--- src/rtl/gpr_sb_file.sv ---
`default_nettype none
//============================================================================
// Module   : gpr_sb_file
// Purpose  : General-purpose register file. It has two registered read
//            ports, one write port and a per-register pending-write
//            scoreboard. A write in the same cycle as a read of the same
//            register is forwarded to that read. Each read result carries
//            a per-operand pending flag.
// Ports    : iCLK, iRST           - clock, synchronous active-high reset
//            iRD_EN, iRDREG0/1    - read request and operand addresses
//            iWR_EN, iWRREG, iDATA- writeback (clears pending)
//            iRSV_EN, iRSVREG     - destination reservation (sets pending)
//            oDATA0/1, oBUSY0/1   - registered read data and pending flags
//            oRD_VALID            - read results valid this cycle
//            oPEND                - live pending vector, bit n = register n
// Revision : 1.0 - initial release
//============================================================================
module gpr_sb_file #(
    parameter int                 WIDTH     = 12,
    parameter int                 ADDR_W    = 3,
    parameter int                 ZERO_REG  = 0,
    parameter logic [WIDTH-1:0]   RESET_VAL = '0
) (
    input  logic                    iCLK,
    input  logic                    iRST,
    input  logic                    iRD_EN,
    input  logic [ADDR_W-1:0]       iRDREG0,
    input  logic [ADDR_W-1:0]       iRDREG1,
    input  logic                    iWR_EN,
    input  logic [ADDR_W-1:0]       iWRREG,
    input  logic [WIDTH-1:0]        iDATA,
    input  logic                    iRSV_EN,
    input  logic [ADDR_W-1:0]       iRSVREG,
    output logic [WIDTH-1:0]        oDATA0,
    output logic [WIDTH-1:0]        oDATA1,
    output logic                    oRD_VALID,
    output logic                    oBUSY0,
    output logic                    oBUSY1,
    output logic [(2**ADDR_W)-1:0]  oPEND
);

    localparam int DEPTH = 2**ADDR_W;

    logic [WIDTH-1:0]        regs_q [DEPTH];
    logic [DEPTH-1:0]        pend_q, pend_d;
    logic [1:0][WIDTH-1:0]   rd_data_q, rd_data_d;
    logic [1:0]              rd_busy_q, rd_busy_d;
    logic                    rd_valid_q;
    logic [1:0][ADDR_W-1:0]  rd_addr;
    logic                    wr_ok;
    logic                    rsv_ok;

    // When register 0 is hardwired, writes and reservations to it are
    // discarded before they reach any state.
    assign wr_ok  = iWR_EN  && !((ZERO_REG != 0) && (iWRREG  == '0));
    assign rsv_ok = iRSV_EN && !((ZERO_REG != 0) && (iRSVREG == '0));

    assign rd_addr = {iRDREG1, iRDREG0};

    // The write clear is applied before the reservation. A write and a
    // reservation to the same register therefore leave it pending, because
    // the reservation belongs to a newer producer.
    always_comb begin
        pend_d = pend_q;
        if (wr_ok) begin
            pend_d[iWRREG] = 1'b0;
        end
        if (rsv_ok) begin
            pend_d[iRSVREG] = 1'b1;
        end
    end

    // A read observes the state after this cycle's write and before this
    // cycle's reservation. A forwarded operand therefore always reports
    // not-busy.
    for (genvar p = 0; p < 2; p++) begin : g_rd_port
        logic zero_hit;
        logic fwd_hit;

        assign zero_hit     = (ZERO_REG != 0) && (rd_addr[p] == '0);
        assign fwd_hit      = wr_ok && (iWRREG == rd_addr[p]);
        assign rd_data_d[p] = zero_hit ? '0   :
                              fwd_hit  ? iDATA : regs_q[rd_addr[p]];
        assign rd_busy_d[p] = zero_hit ? 1'b0 :
                              fwd_hit  ? 1'b0  : pend_q[rd_addr[p]];
    end

    always_ff @(posedge iCLK) begin
        if (iRST) begin
            for (int i = 0; i < DEPTH; i++) begin
                regs_q[i] <= RESET_VAL;
            end
            pend_q     <= '0;
            rd_data_q  <= '0;
            rd_busy_q  <= '0;
            rd_valid_q <= 1'b0;
        end else begin
            if (wr_ok) begin
                regs_q[iWRREG] <= iDATA;
            end
            pend_q     <= pend_d;
            rd_valid_q <= iRD_EN;
            // Read results are held while no read is requested.
            if (iRD_EN) begin
                rd_data_q <= rd_data_d;
                rd_busy_q <= rd_busy_d;
            end
        end
    end

    assign oDATA0    = rd_data_q[0];
    assign oDATA1    = rd_data_q[1];
    assign oBUSY0    = rd_busy_q[0];
    assign oBUSY1    = rd_busy_q[1];
    assign oRD_VALID = rd_valid_q;
    assign oPEND     = pend_q;

endmodule
`default_nettype wire

--- config.mk ---
export PLATFORM = sky130hd
export DESIGN_NAME = gpr_sb_file
export DESIGN_NICKNAME = d
export VERILOG_FILES = /design/src/rtl/gpr_sb_file.sv
export SDC_FILE = /design/constraint.sdc
export NUM_CORES = 1
export LEC_CHECK = 0
export CORE_AREA = 8 8 157 159
export DETAILED_ROUTE_END_ITERATION = 8
export DIE_AREA = 0 0 165 167
export PLACE_DENSITY = 0.47
export SYNTH_ARGS = -nofsm -noshare
export SYNTH_HDL_FRONTEND = slang
export SYNTH_SLANG_ARGS = --single-unit
--- constraint.sdc ---
create_clock -name iCLK -period 2.43 [get_ports iCLK]
set_input_delay 0.486 -clock iCLK [delete_from_list [all_inputs] [get_ports iCLK]]
set_output_delay 0.486 -clock iCLK [all_outputs]
set_load 0.05 [all_outputs]
# Word-level counts from Yosys, hierarchy flattened

Memory sizes are Yosys's and may differ from the RTL's. A register that Yosys moved wholly into a read port is not among the register bits.
Cells that the tools add are included.
W data, S select, Z words.

Order comparisons: 6
Mux-type cells: 20
Bitwise gates (word level): 3
Reduce and logical (&&, ||, !) cells: 5
Equal/unequal tests: 2

Operator list:

| kind                 | number |
|---|---|
| $lt A3 B4 Y1 const B | 4 |
| $mux W8              | 2 |
| $mux W1              | 12 |
| $mux W12             | 1 |
| $reduce_or A12 Y1    | 1 |
| $and A8 B8 Y8        | 1 |
| $not A8 Y8           | 1 |
| $or A8 B8 Y8         | 1 |
| $bmux W1 S3          | 2 |
| $demux W1 S3         | 2 |
| $eq A3 B3 Y1         | 2 |
| $ge A3 B1 Y1 const B | 2 |
| $logic_and A1 B1 Y1  | 4 |
| $mux W3              | 1 |

Memories kept: 1
Register bits after elaboration: 11
Input port bits: 29
RAM bits: 96
Output and inout port bits: 35
Logic and storage cells: 40

Memories:

| memory | words | width | read ports | clocked after memory_dff | write ports | RTL line | source |
|---|---|---|---|---|---|---|---|
| regs_q | 8     | 12    | 2          | 2                        | 8           | 44       | `logic [WIDTH-1:0] regs_q [DEPTH];` |

# Longest topological paths before layout

Gate-level depths: netlist of run 1.

Depth in word-level cells: 9
Gate-level depth with buffers: 6
Gate-level depth less buffers: 3

# Worst setup path after synthesis of run 1

Ideal clock, no wire load.

Path kind: input-to-reg
Start point: in iWRREG[1]
End point: mem regs_q[0][0], enable pin
Library setup time: 0.419 ns
Path buffers: 1
Cell stages on the path: 2
Data arrival time: 2.121 ns
Data required time: 2.011 ns
Path slack: -0.110 ns
Cell sequence: clkbuf_1 > o41ai_1

RTL lines:

| element            | RTL line | source |
|---|---|---|
| start: declaration | 30       | `input logic [ADDR_W-1:0] iWRREG,` |
| end: declaration   | 44       |  |

# Worst setup path in the final report of run 1

Start point: reg pend_q[7] (netlist: oPEND[7])
End point: out oPEND[7]

RTL lines:

| element                  | RTL line | source |
|---|---|---|
| start: declaration       | 45       | `logic [DEPTH-1:0] pend_q, pend_d;` |
| start signal: assignment | 101      | `pend_q <= pend_d;` |
| end: declaration         | 39       | `output logic [(2**ADDR_W)-1:0] oPEND` |

No word-level cell between the ends.

==> results of run 1 <==
## power groups by stage
stage	logic (uW)	clock network, uW	registers, uW
floorplan	457	0	2810
global placement	973	0	2680
detailed placement	979	0	2690
CTS	981	2640	2640
global route	1030	2730	2660
finish	971	2600	2640
## layout by cell type, fill, tap and decap left out, drive strengths merged, types with 4 or more instances in the layout
| cell type | instances |
|---|---|
| nand2 | 31 |
| nor4 | 24 |
| clkbuf | 18 |
| xor2 | 6 |
| mux4 | 52 |
| nor3 | 72 |
| buf | 48 |
| clkinv | 16 |
| inv | 13 |
| o21ai | 7 |
| dfxtp | 35 |
| o31ai | 4 |
| mux2i | 26 |
| clkdlybuf4s50 | 61 |
| o221ai | 24 |
| edfxtp | 96 |
## flip-flops by register name, summed over array words and instances, names as in the netlist
| name | flops |
|---|---|
| regs_q | 96 |
| oDATA0 | 12 |
| oDATA1 | 12 |
| oPEND | 8 |
| rd_busy_q | 2 |
| oRD_VALID | 1 |
## area by class of cell
| cell class | count | area [um^2] |
|---|---|---|
| sequential | 131 | 3580 |
| clock buffer | 18 | 429 |
| inverter | 22 | 82.6 |
| multi-input combinational | 271 | 2700 |
| fill | 2145 | 13900 |
| clock inverter | 13 | 159 |
| timing repair buffer | 109 | 1040 |
| tap | 285 | 357 |
## per-stage QoR
step,power [uW],std cells
finish,6220,849
global route,6420,849
CTS,6270,849
detailed placement,3670,818
global placement,3650,818
floorplan,3270,473
## tightest hold or removal path: cells and delay by family, from the launching register on
kind            cells  cell delay, ps
flops               1             320
simple gates        1              50
compound gates      1              50
## synthesized netlist by cell type (7+ instances only)
cell type	n	share of area (%)
edfxtp_1	96	44
nor3_1	72	5.5
mux4_2	52	18
dfxtp_1	35	11
nand2_1	31	1.8
mux2i_1	26	4.0
clkbuf_1	24	1.4
nor4_1	24	2.3
o221ai_1	13	1.7
clkinv_1	12	0.69
o221ai_2	11	2.5
inv_1	10	0.57
buf_2	8	0.61
buf_4	7	0.80
## per-layer routing
metal | global-route usage [%] | up-vias
met2 | 22.7 | 149
met3 | 3.11 | 13
met4 | 4.47 | 0
met1 | 18.4 | 2337
met5 | 0 | -
li1 | - | 2056
## cell families after synthesis
group / synth area share, %
mux: 21.8
compound gates: 6.61
xor+xnor: 0.801
flops: 54.6
simple gates: 11.2
buf+inv: 4.98
## worst max path at each step
stage | endpoint | depth (start not counted)
after detailed placement | oDATA0[3] | 5
after global routing | oPEND[7] | 1
after CTS | oPEND[4] | 1
final | oPEND[7] | 1
after global placement | oDATA0[4] | 5
after floorplan | regs_q[1][0] | 4
==> qor.txt, run 1 <==
Post-CTS Setup Repair Bufs -> 0
fin nets -> 581
gp weighted congestion -> 0.768
clk buf depth -> 2
Clock power frac -> 41.8%
Die ar. -> 27600 um^2
post-route cell area -> 8350 um^2
critical path arrival -> 1690 ps
Min Hold Slack -> 461 ps
placed instance area -> 7760 um^2
crit path time final -> 2170 ps
port bufs -> 63
die width -> 165 um
maximum vdd ir drop -> 0.383 mV
Clock Skews -> 7.26 ps
Post-synth EDFFs -> 96
setup slack after layout -> 257 ps
GRT Resource Usage Total -> 14.1%
H-tree depth -> 4
area grow syn2layout -> 27.2%
Synth cell types -> 35
metal2 WL -> 9480 um
number of global-route vias before repair -> 4671
layout cells sized above 1 -> 26.2%
final worst-path cycle share -> 89.4%
min-delay src -> oDATA1[5]
io pins -> 64
Least-Margin Pin Slew -> 513 ps
met3 wire len -> 1280 um
FF-to-FF End -> oDATA1[6]
grt total ovfl -> 0
syn nets -> 502
Slew headroom -> 65.7%
Clock Tree Root -> clkbuf_16
#FFs+latches synth -> 131
Critical R2R Launch -> regs_q[7][6]
Hold Path End -> oDATA1[5]
drt wl/cell -> 22.4 um
reg2reg setup slack -> 890 ps
Worst Setup SP -> oPEND[7]
CP Launch Type -> flip-flop
Net Sw Power -> 1640 uW
R2R cell count -> 3
worst endpoint required time -> 1940 ps
core region area -> 22200 um^2
first-pass GRT wire length -> 28700 um
Max Clk Rate -> 460 MHz
max-slew violations -> 0
Net Sw Frac -> 26.4%
detailed-route via count -> 4555
CP delay by family, top -> buffers and inverters
Hold Path Depth -> 2
clk sinks -> 131
Leakage -> 0.00274 uW
fraction of power consumed by sequential logic -> 42.5%
Finished Core Util -> 37.6%
top sig layer -> met4
final setup vio count -> 0
Synth async-reset ratio -> 0%
DP HPWL -> 13400 um
antenna violations before repair -> 0
drt drc -> 0
Logic pwr share -> 15.6%
num rows -> 55
Starting Density -> 29.5%
Hold Buf Count CTS -> 0
CP Capture Type -> output port
Buf/Inv on CP -> 1
Mapped Area -> 6560 um^2
Setup TNS -> 0 ps
wl on met1 -> 8080 um
outcome -> finished, final reports clean
CP max-delay cell -> clkdlybuf4s50_1
internal power -> 4570 uW
cts bufs inserted -> 17
# resized after CTS -> 0
Avg Inst Size Synth -> 13.9 um^2
power per cell area -> 745 nW/um^2
CTS tree -> built
Die Ht -> 167 um
kind of critical path -> flip-flop to output port
post-route ant nets -> 0
RSZ-0062 raised after global routing -> false
DRT Wirelength -> 19000 um
worst skew pair latency -> 420 ps
post-synthesis sequential area ratio -> 54.6%
max incr delay on CP -> 840 ps
pre-CTS setup slack -> 85.6 ps
critical-path cell list -> clkdlybuf4s50_1
clock slew at reported path FFs -> 60 ps
cell count after synthesis -> 473
Primary FF master, synth -> edfxtp_1
max-cap violation count -> 0
antenna cells -> 0
Via density -> 5.37
final-report hold violation count -> 0
Hold Path Class -> flip-flop to flip-flop
Synth warnings -> 0
Iteration-0 DRC Markers -> 428
DR pass1 iterations -> 5
critical path peak fanout -> 4
pin count of the biggest net entering global routing -> 49
(Power assumes the default switching activity.)
==> inputs of run 2 (changes only) <==
--- a/config.mk
+++ b/config.mk
@@ -6,7 +6,7 @@
 export NUM_CORES = 1
 export LEC_CHECK = 0
-export CORE_AREA = 8 8 157 159
+export CORE_AREA = 2 2 151 153
 export DETAILED_ROUTE_END_ITERATION = 8
-export DIE_AREA = 0 0 165 167
+export DIE_AREA = 0 0 153 155
 export PLACE_DENSITY = 0.47
 export SYNTH_ARGS = -nofsm -noshare
==> constraint.sdc (replaced) <==
create_clock -name iCLK -period 2.43 [get_ports iCLK]
set_input_delay 0.243 -clock iCLK [delete_from_list [all_inputs] [get_ports iCLK]]
set_output_delay 0.243 -clock iCLK [all_outputs]
set_load 0.05 [all_outputs]
==> qor.txt, run 2 (same netlist as run 1, synthesis figures left out) <==
outcome -> finished, final reports clean
clk buf depth -> 2 (unchanged)
Starting Density -> 29.5% (unchanged)
maximum vdd ir drop -> 0.423 mV (+11%)
Net Sw Power -> 1630 uW (-0.92%)
gp weighted congestion -> 0.818 (+6.5%)
critical-path cell list -> clkdlybuf4s50_1
power per cell area -> 736 nW/um^2 (-1.1%)
cts bufs inserted -> 17 (unchanged)
Critical R2R Launch -> regs_q[7][7]
DP HPWL -> 13100 um (-2.0%)
Iteration-0 DRC Markers -> 454 (+6.1%)
area grow syn2layout -> 25.7%
Setup TNS -> 0 ps (unchanged)
Post-CTS Setup Repair Bufs -> 0 (unchanged)
Clock power frac -> 40.8% (-1.0 points)
CP Launch Type -> flip-flop
first-pass GRT wire length -> 29700 um (+3.4%)
worst endpoint required time -> 2190 ps (+250 ps)
antenna violations before repair -> 0 (unchanged)
reg2reg setup slack -> 880 ps (about the same)
DR pass1 iterations -> 5 (unchanged)
Clock Skews -> 5.63 ps (-1.62 ps)
die width -> 153 um (-7.3%)
Buf/Inv on CP -> 1 (unchanged)
worst skew pair latency -> 420 ps (about the same)
Hold Path End -> oDATA1[10]
CP Capture Type -> output port
post-route ant nets -> 0 (unchanged)
R2R cell count -> 3 (unchanged)
max-cap violation count -> 0 (unchanged)
Max Clk Rate -> 527 MHz (+15%)
layout cells sized above 1 -> 25.2% (-1.0 points)
# resized after CTS -> 0 (unchanged)
CP delay by family, top -> buffers and inverters
critical path peak fanout -> 4 (unchanged)
num rows -> 55 (unchanged)
Via density -> 5.40 (+0.65%)
DRT Wirelength -> 19000 um (about the same)
largest reg by FF count -> regs_q
Hold Buf Count CTS -> 0 (unchanged)
antenna cells -> 0 (unchanged)
final setup vio count -> 0 (unchanged)
kind of critical path -> flip-flop to output port
detailed-route via count -> 4536 (-0.42%)
core region area -> 22200 um^2 (unchanged)
total power -> 6080 uW (-2.3%)
max incr delay on CP -> 830 ps (about the same)
Net Sw Frac -> 26.8% (+0.36 points)
Clock Tree Root -> clkbuf_16
number of global-route vias before repair -> 4771 (+2.1%)
clk sinks -> 131 (unchanged)
Least-Margin Pin Slew -> 583 ps (+70.2 ps)
Min Hold Slack -> 469 ps (+7.98 ps)
Finished Core Util -> 37.1% (-0.43 points)
Hold Path Depth -> 2 (unchanged)
Filler cells -> 2104 (-1.9%)
io pins -> 64 (unchanged)
commonest non-fill, non-tap cell in the layout -> edfxtp_1
Largest register FFs -> 96 (unchanged)
Die ar. -> 23700 um^2 (-14%)
final-report hold violation count -> 0 (unchanged)
crit path time final -> 1900 ps (-276 ps)
Logic pwr share -> 15.7% (about the same)
drt wl/cell -> 22.6 um (+1.0%)
Slew headroom -> 61.1% (-4.6 points)
clock slew at reported path FFs -> 60 ps (about the same)
min-delay src -> oDATA1[10]
final worst-path cycle share -> 78.1% (-11 points)
CP max-delay cell -> clkdlybuf4s50_1
max-slew violations -> 0 (unchanged)
pin count of the biggest net entering global routing -> 49 (unchanged)
H-tree depth -> 4 (unchanged)
critical path arrival -> 1650 ps (-40 ps)
RSZ-0062 raised after global routing -> false
GRT Resource Usage Total -> 16.5% (+2.5 points)
port bufs -> 63 (unchanged)
FF-to-FF End -> oDATA0[7]
Die Ht -> 155 um (-7.2%)
most frequent cells in the layout -> edfxtp_1, nor3_1, clkdlybuf4s50_1
fin nets -> 571 (-1.7%)
internal power -> 4450 uW (-2.7%)
drt drc -> 0 (unchanged)
Hold Path Class -> flip-flop to flip-flop
fraction of power consumed by sequential logic -> 43.5% (+1.0 points)
Leakage -> 0.00269 uW (-1.8%)
grt total ovfl -> 0 (unchanged)
CTS tree -> built
run 2: area by class of cell:
class	count	area, um^2	share of cell area [%]
sequential	131	3580	43.4
multi-input combinational	271	2700	32.7
timing repair buffer	99	966	11.7
clock buffer	18	429	5.20
tap	285	357	4.32
clock inverter	14	138	1.67
inverter	22	82.6	1.00
run 2: worst max path at each step:
stage | startpoint | endpoint | slack [ps] | cells after the start
floorplan | iWRREG[1] | regs_q[0][0] | 130 | 2
global placement | iRDREG1[1] | oDATA1[11] | 280 | 5
detailed placement | iRDREG1[1] | oDATA1[11] | 270 | 5
CTS | oPEND[5] | oPEND[5] | 520 | 1
global route | oPEND[3] | oPEND[3] | 490 | 1
finish | oPEND[5] | oPEND[5] | 530 | 1
run 2: power groups by stage:
stage,Combinational (uW),Clock [uW],Sequential [uW]
after detailed placement,957,0,2690
after CTS,959,2520,2640
final,952,2480,2640
after global placement,948,0,2680
after global routing,1010,2630,2660
after floorplan,456,0,2810
run 2: stage by stage:
| stage | instances | instance area, um^2 | setup slack, ps |
|---|---|---|---|
| 2_1_floorplan | 473 | 6560 | 133 |
| 3_3_place_gp | 808 | 7680 | 277 |
| 3_5_place_dp | 808 | 7680 | 270 |
| 4_1_cts | 840 | 8250 | 524 |
| 5_1_grt | 840 | 8250 | 492 |
| 6_report | 840 | 8250 | 533 |
run 2: metal layers:
layer	share of wire [%]	global-route usage, %	vias up
met5	0	0	-
met2	50	28.1	142
met4	1.3	4.76	0
li1	-	-	2040
met3	3.7	2.87	15
met1	45	21.8	2339
==> inputs of run 3 (changes only) <==
- PLACE_DENSITY: 0.47 -> 0.45
- clock period: 2.43 -> 1.81 ns (I/O delays scaled with it)
==> qor.txt, run 3 (same netlist as run 1, synthesis figures left out) <==
outcome -> finished, final reports clean
DR pass1 iterations -> 5 (unchanged)
GRT Resource Usage Total -> 16.9% (+0.43 points)
post-route ant nets -> 0 (unchanged)
num rows -> 55 (unchanged)
Filler cells -> 2092 (-0.57%)
RSZ-0062 raised after global routing -> false
kind of critical path -> flip-flop to output port
pin count of the biggest net entering global routing -> 49 (unchanged)
final worst-path cycle share -> 97.3%
Largest register FFs -> 96 (unchanged)
Via density -> 5.27 (-2.3%)
drt wl/cell -> 22.2 um (-1.9%)
max-slew violations -> 0 (unchanged)
Hold Path End -> rd_busy_q[1]
maximum vdd ir drop -> 0.411 mV (-2.8%)
worst endpoint required time -> 1630 ps (-560 ps)
Logic pwr share -> 16.7% (+1.0 points)
CP delay by family, top -> buffers and inverters
dpl cells -> 851 (+5.3%)
Clock Skews -> 7.50 ps (+1.87 ps)
critical-path cell list -> clkdlybuf4s50_1
CP Capture Type -> output port
Finished Core Util -> 39.0% (+1.9 points)
grt total ovfl -> 0 (unchanged)
area grow syn2layout -> 32.1%
Die ar. -> 23700 um^2 (unchanged)
min-delay src -> iRDREG1[0]
met2 Usage GRT -> 26.7% (-1.4 points)
H-tree depth -> 4 (unchanged)
number of global-route vias before repair -> 4694 (-1.6%)
core region area -> 22200 um^2 (unchanged)
clk sinks -> 131 (unchanged)
largest reg by FF count -> regs_q
Slew headroom -> 64.4% (+3.3 points)
Iteration-0 DRC Markers -> 342 (-25%)
commonest non-fill, non-tap cell in the layout -> edfxtp_1
Clock Tree Root -> clkbuf_16
Max Clk Rate -> 568 MHz
Starting Density -> 29.5% (unchanged)
final setup vio count -> 0 (unchanged)
DRT Wirelength -> 19600 um (+3.1%)
worst skew pair latency -> 420 ps (about the same)
met1 Resource Use GR -> 23.9% (+2.1 points)
internal power -> 6090 uW (+37%)
GR Util met3 -> 2.95% (+0.084 points)
clock slew at reported path FFs -> 60 ps (about the same)
reg2reg setup slack -> 320 ps (-560 ps)
cts bufs inserted -> 17 (unchanged)
detailed-route via count -> 4657 (+2.7%)
layout cells sized above 1 -> 31.1% (+5.9 points)
antenna cells -> 0 (unchanged)
CP max-delay cell -> clkdlybuf4s50_1
Leakage -> 0.00300 uW (+11%)
Hold Buf Count CTS -> 0 (unchanged)
die width -> 153 um (unchanged)
post-route cell area -> 8670 um^2 (+5.1%)
critical path arrival -> 1580 ps (-70 ps)
placed instance area -> 8090 um^2 (+5.3%)
Net Sw Frac -> 27.2% (+0.41 points)
Hold Path Class -> input port to flip-flop
fraction of power consumed by sequential logic -> 42.4% (-1.1 points)
FF-to-FF End -> oDATA1[9]
R2R cell count -> 4 (+1)
critical path peak fanout -> 2 (-2)
antenna violations before repair -> 0 (unchanged)
Buf/Inv on CP -> 1 (unchanged)
fin nets -> 614 (+7.5%)
clk buf depth -> 2 (unchanged)
drt drc -> 0 (unchanged)
power per cell area -> 964 nW/um^2 (+31%)
gp weighted congestion -> 0.770 (-5.9%)
port bufs -> 63 (unchanged)
CP Launch Type -> flip-flop
Die Ht -> 155 um (unchanged)
grt peak-use layer -> met2
Net Sw Power -> 2270 uW (+40%)
Least-Margin Pin Slew -> 532 ps (-50.8 ps)
max-cap violation count -> 0 (unchanged)
final cell count without fillers -> 883 (+5.1%)
DP HPWL -> 14200 um (+8.2%)
final-report hold violation count -> 0 (unchanged)
Min Hold Slack -> 323 ps (-146 ps)
Hold Path Depth -> 4 (+2)
Critical R2R Launch -> regs_q[7][9]
crit path time final -> 1760 ps
first-pass GRT wire length -> 29900 um (+0.79%)
CTS tree -> built
most frequent cells in the layout -> edfxtp_1, nor3_1, buf_4
Clock power frac -> 40.9% (about the same)
max incr delay on CP -> 830 ps (about the same)
io pins -> 64 (unchanged)
==> run 3: cell count changes in the layout (fill, tap and decap cells not counted), moves of 3 or more <==
cell,delta
clkinv_4,+3
buf_4,+36
dlygate4sd2_1,+8
clkdlybuf4s50_1,-10
buf_12,+7
==> run 3: how the worst max path moves through the flow <==
stage,from,endpoint,slack [ps],cells after the start
after floorplan,iWRREG[1],regs_q[3][0],60,3
after global placement,iWRREG[2],oPEND[4],-220,6
after detailed placement,iWRREG[2],oPEND[4],-230,6
after CTS,oDATA0[0],oDATA0[0],3,1
after global routing,rd_busy_q[1],oBUSY1,4,1
final,rd_busy_q[1],oBUSY1,50,1
==> run 3: what timing repair did <==
item | CTS | global route
hold endpoints to repair | 0 | 0
setup endpoints to repair | 8 | 2
setup buffers | 0 | 0
gates resized for setup | 8 | 2
==> run 3: power by group through the flow <==
stage	combinational (uW)	clock (uW)	sequential, uW
after global placement	1410	0	3600
after CTS	1410	3470	3550
final	1400	3420	3550
after global routing	1480	3580	3570
after detailed placement	1410	0	3610
after floorplan	619	0	3770
==> run 3: metrics by stage <==
stage                     setup WS, ps  TNS, ps  total power (uW)
after floorplan                   57.7        0              4390
after global placement            -219   -10350              5010
after detailed placement          -234   -10730              5030
after CTS                         2.50        0              8430
after global routing              4.40        0              8630
final                             48.2        0              8360
==> run 3: worst register-to-register path: cells and delay by family, from the launching register on <==
family	cells	cell delay, ps
flops	1	410
compound gates	1	110
mux	2	690
buf+inv	1	160
==> run 3: layout make-up <==
cell class                 count  area (um^2)  share of cell area (%)
multi-input combinational    271         2700                    31.1
tap                          285          357                    4.11
timing repair buffer         142         1370                    15.8
inverter                      22         82.6                   0.952
clock inverter                15          159                    1.83
clock buffer                  17          425                    4.90
sequential                   131         3580                    41.3
==> run 3: layer usage <==
layer  wire, um  part of all wire (%)  up-vias
li1           -                     -     2136
met1       9100                    46     2348
met2       9240                    47      154
met3        964                   4.9       19
met4        299                   1.5        0
met5          0                     0        -
